## config.mk

```make
export PLATFORM = sky130hd
export DESIGN_NAME = sccb_config_sequencer
export DESIGN_NICKNAME = d
export VERILOG_FILES = /design/src/rtl/sccb_config_sequencer.sv
export SDC_FILE = /design/constraint.sdc
export NUM_CORES = 1
export LEC_CHECK = 0
export BUFFER_PORTS_ARGS = -buffer_cell sky130_fd_sc_hd__buf_2
export CORE_MARGIN = 3
export CORE_UTILIZATION = 60
export CTS_CLUSTER_DIAMETER = 30
export DETAILED_ROUTE_END_ITERATION = 8
export PLACE_DENSITY = 0.82
export SLEW_MARGIN = 20
export SYNTH_ARGS = -nofsm -noshare
export SYNTH_HDL_FRONTEND = slang
export SYNTH_SLANG_ARGS = --single-unit
export TNS_END_PERCENT = 5
```

## constraint.sdc

```tcl
create_clock -name clk_50Mhz -period 4.25 [get_ports clk_50Mhz]
set_input_delay 0.425 -clock clk_50Mhz [delete_from_list [all_inputs] [get_ports clk_50Mhz]]
set_output_delay 0.425 -clock clk_50Mhz [all_outputs]
set_load 0.02 [all_outputs]
```

## src/rtl/sccb_config_sequencer.sv

```systemverilog
// Walks a fixed {register, value} table after power-up and feeds each pair to the
// SCCB write engine over a send/taken handshake, honouring delay and end markers.
module sccb_config_sequencer #(
  parameter logic [7:0]  DEVICE_ID      = 8'h42,
  parameter int unsigned STARTUP_CYCLES = 1000000,
  parameter int unsigned DELAY_CYCLES   = 500000,
  parameter int unsigned DRAIN_CYCLES   = 8192,
  parameter int unsigned ROM_DEPTH      = 64
) (
  input  logic       clk_50Mhz,
  input  logic       rst,
  input  logic       start,
  input  logic       taken,
  output logic       send,
  output logic [7:0] id,
  output logic [7:0] register,
  output logic [7:0] value,
  output logic       busy,
  output logic       done
);

  localparam int unsigned PAUSE_CYCLES = DRAIN_CYCLES + DELAY_CYCLES;
  localparam int unsigned COUNT_MAX    = (STARTUP_CYCLES > PAUSE_CYCLES) ? STARTUP_CYCLES
                                                                         : PAUSE_CYCLES;
  localparam int unsigned CW = (COUNT_MAX > 1) ? $clog2(COUNT_MAX) : 1;
  localparam int unsigned AW = (ROM_DEPTH > 1) ? $clog2(ROM_DEPTH) : 1;

  localparam logic [CW-1:0] STARTUP_LAST = CW'(STARTUP_CYCLES - 1);
  localparam logic [CW-1:0] PAUSE_LAST   = CW'(PAUSE_CYCLES - 1);
  localparam logic [CW-1:0] DRAIN_LAST   = CW'(DRAIN_CYCLES - 1);
  localparam logic [AW-1:0] ADDR_LAST    = AW'(ROM_DEPTH - 1);

  localparam logic [15:0] MARK_END   = 16'hFFFF;
  localparam logic [15:0] MARK_DELAY = 16'hFFF0;

  typedef enum logic [2:0] {
    StPowerup,
    StFetch,
    StDecode,
    StSend,
    StDelay,
    StDrain,
    StDone
  } state_t;

  state_t         state;
  state_t         state_next;
  logic [AW-1:0]  addr;
  logic [AW-1:0]  addr_next;
  logic [CW-1:0]  counter;
  logic [CW-1:0]  counter_next;
  logic [7:0]     register_next;
  logic [7:0]     value_next;
  logic [15:0]    rom_entry;
  logic [15:0]    rom_data;

  // Configuration table; every entry past the listed ones reads as an end marker.
  always_comb begin
    rom_entry = MARK_END;
    case (int'(addr))
      0:       rom_entry = 16'h1280;
      1:       rom_entry = MARK_DELAY;
      2:       rom_entry = 16'h1204;
      3:       rom_entry = 16'h1100;
      4:       rom_entry = 16'h0C00;
      5:       rom_entry = 16'h3E00;
      6:       rom_entry = 16'h40D0;
      default: rom_entry = MARK_END;
    endcase
  end

  always_ff @(posedge clk_50Mhz) begin
    rom_data <= rom_entry;
  end

  always_ff @(posedge clk_50Mhz) begin
    if (rst) begin
      state <= StPowerup;
    end else begin
      state <= state_next;
    end
  end

  always_ff @(posedge clk_50Mhz) begin
    if (rst) begin
      addr     <= '0;
      counter  <= '0;
      register <= '0;
      value    <= '0;
    end else begin
      addr     <= addr_next;
      counter  <= counter_next;
      register <= register_next;
      value    <= value_next;
    end
  end

  always_comb begin
    state_next = state;
    unique case (state)
      StPowerup: if (counter == STARTUP_LAST) state_next = StFetch;
      StFetch:   state_next = StDecode;
      StDecode: begin
        // The last table slot ends the run whatever it holds, so addr never wraps.
        if (rom_data == MARK_END || addr == ADDR_LAST) begin
          state_next = StDrain;
        end else if (rom_data == MARK_DELAY) begin
          state_next = StDelay;
        end else begin
          state_next = StSend;
        end
      end
      StSend:    if (taken) state_next = StFetch;
      StDelay:   if (counter == PAUSE_LAST) state_next = StFetch;
      StDrain:   if (counter == DRAIN_LAST) state_next = StDone;
      StDone:    if (start) state_next = StPowerup;
      default:   state_next = StPowerup;
    endcase
  end

  always_comb begin
    send          = (state == StSend);
    done          = (state == StDone);
    busy          = (state != StDone);
    id            = DEVICE_ID;
    addr_next     = addr;
    counter_next  = '0;
    register_next = register;
    value_next    = value;
    unique case (state)
      StPowerup, StDelay, StDrain: begin
        if (state_next == state) counter_next = counter + 1'b1;
      end
      StDecode: begin
        if (state_next == StSend) begin
          register_next = rom_data[15:8];
          value_next    = rom_data[7:0];
        end else if (state_next == StDelay) begin
          addr_next = addr + 1'b1;
        end
      end
      StSend: if (taken) addr_next = addr + 1'b1;
      StDone: if (start) addr_next = '0;
      default: ;
    endcase
  end

endmodule

```

==> out/results.ini <==
[clock_network]
cts-htree-levels = 2
cts_tree = yes
post_cts_buffers = 0
cts_hold_buf = 0
cts_sinks = 49
insertion_delay_ns = 0.30
cts_resized = 0
root_buffer = clkbuf_8
clkTransAtPathRegs_ns = 0.09
clock_path_buffers = 2
cts_buffers = 5

[flow_run]
cap_violations = 0

[routing]
wl_per_cell_um = 13.0
via_per_inst = 5.58
num_vias = 1903
remaining_drc_errors = 0
routed_wl_um = 4440
ant_nets = 0
drtIter0Drc = 129
dr.pass1.iters = 4

[place]
numPortBuffers = 22
dp_hpwl_um = 3290
dp_slack_ns = 1.54
gp_congestion = 0.830

[yosys]
yosysWarnings = 0
avgSynthCellArea_um2 = 8.86
ys_types = 52
synth.most_common_cell = dfxtp_1
synthesis.instances = 280
synth_top_cell_by_area = dfxtp_1
syn-cell-area_mm2 = 0.00248
ys_top_cells_by_area = dfxtp_1, xnor2_1, nor2_1
async_flop_share_pct = 0
yosys_register_bits = 49
synth_ff_type = dfxtp_1
synth.top_cell.area_share_pct = 39.6
yosysSeqAreaShare_pct = 39.6
synth_commonest_cells = dfxtp_1, nor2_1, nand2_1
synth-edff-count = 0

[hold_path]
worst_hold_path_type = register to register

[timing]
slew-limit-headroom_pct = 46.2
finalSetupTns_ns = 0
fin_skew_ns = 0.00634
setup_slack_ns = 1.48
fin_crit_ns = 2.77
worst_pin_slew_ns = 0.799
setup_viol = 0
hold_viol_final = 0
clock.fmax_ghz = 0.361
rsz0062_at_grt = no
fin_crit_sh_pct = 65.2
slew_violations = 0

[floorplanning]
boundaryPins = 31
dieArea_mm2 = 0.00494
die_w_um = 70.3
die_y_um = 70.3
core-area_mm2 = 0.00383
core.rowCount = 22
start_util_pct = 64.8

[layout]
layout.nets = 301
insertedDiodeCount = 0
fill_cells = 328
drive_gt1_share_pct = 17.7
areaGrowthSynthToFinish_pct = 6.00
fin_util_pct = 68.7

[grt]
grt.overflow.total = 0
antenna_found_initial = 0
grt_start_max_net_pins = 20
grt_usage_pct = 19.1
grt_pass1_wl_um = 7710
grt_pass1_vias = 1704

[power_and_ir_drop]
p_per_area_mw_per_mm2 = 287
ir_worst_vdd_mv = 0.233
p_leak_nw = 0.993

[critical_path]
worstSetupPathType = register to register
cp-start-kind = register
crit_path_end_kind = register
critPathArrivalTime_ns = 2.94
crit_fanout = 6
cp.required_ns = 4.42

[run_status]
status = finished, final reports clean

-- cell type report --
type	count	area [um2]	area share, %
Timing Repair Buffer	24	125	4.76
Inverter	12	45.0	1.71
Tap cell	48	60.1	2.28
Sequential cell	49	981	37.3
Clock buffer	6	72.6	2.76
Multi-Input combinational cell	200	1330	50.6
Clock inverter	2	15.0	0.571
-- per-stage QoR --
| step | power, mW | area (um2) | instances | hold slack, ns |
|---|---|---|---|---|
| after floorplan | 0.498 | 2500 | 286 | 0.414 |
| after global placement | 0.496 | 2540 | 333 | 0.425 |
| after detailed placement | 0.497 | 2540 | 333 | 0.438 |
| after CTS | 0.763 | 2630 | 341 | 0.451 |
| after global routing | 0.786 | 2630 | 341 | 0.478 |
| final | 0.753 | 2630 | 341 | 0.450 |
-- flip-flops by register name, summed over array words and instances (netlist names) --
signal    cells
state         3
rom_data     10
addr          6
value         4
counter      20
register      6
-- layout by cell type (no fill, tap or decap), types with 6 or more instances in the layout --
| cell type | n |
|---|---|
| nand2_1 | 17 |
| nor2_1 | 36 |
| nand4_1 | 8 |
| mux2i_1 | 11 |
| buf_2 | 22 |
| a211oi_2 | 9 |
| nand3_1 | 13 |
| dfxtp_1 | 49 |
| nor3_1 | 6 |
| xnor2_1 | 16 |
| inv_1 | 12 |
| conb_1 | 8 |
| xor2_1 | 6 |
| a21oi_1 | 9 |
-- critical path, cell delays in order (launching register included) --
cell      delay (ns)
dfxtp_1         0.36
ha_1            0.23
nand4_1         0.22
nor4_1          0.66
a21boi_0        0.23
o31ai_2         0.60
buf_4           0.28
a211oi_1        0.08
-- worst paths after layout --
kind                                       startpoint               endpoint  slack (ns)  depth (start not counted)
worst min-delay path            counter[0]$_SDFF_PP0_  counter[0]$_SDFF_PP0_        0.45                          1
worst max register to register  counter[0]$_SDFF_PP0_  counter[0]$_SDFF_PP0_        1.48                          7
worst max-delay path            counter[0]$_SDFF_PP0_  counter[0]$_SDFF_PP0_        1.48                          7
worst min register to register  counter[0]$_SDFF_PP0_  counter[0]$_SDFF_PP0_        0.45                          1
-- cells by family after synthesis --
logic type,share of synthesized area [%]
simple gates,23.5
other cells,0.303
compound gates,12.9
buf+inv,8.17
fa+ha+maj,2.52
flops,39.6
xor+xnor,7.77
mux,5.35
-- report_power, final --
part | switching, mW | total [mW] | internal, mW
logic | 0.0171 | 0.0223 | 0.00524
registers | 0.00214 | 0.464 | 0.461
clock network | 0.151 | 0.267 | 0.116
total | 0.170 | 0.753 | 0.583
-- per-layer routing --
layer | routed length [um] | vias up | GRT usage (%) | share of wire [%]
met5 | 0 | - | 0 | 0
met4 | 42 | 0 | 5.74 | 0.95
met3 | 286 | 4 | 5.76 | 6.4
met2 | 1800 | 56 | 27.1 | 41
met1 | 2310 | 867 | 27.6 | 52
li1 | - | 976 | - | -
Note: power is estimated with default switching activity, not from simulation.
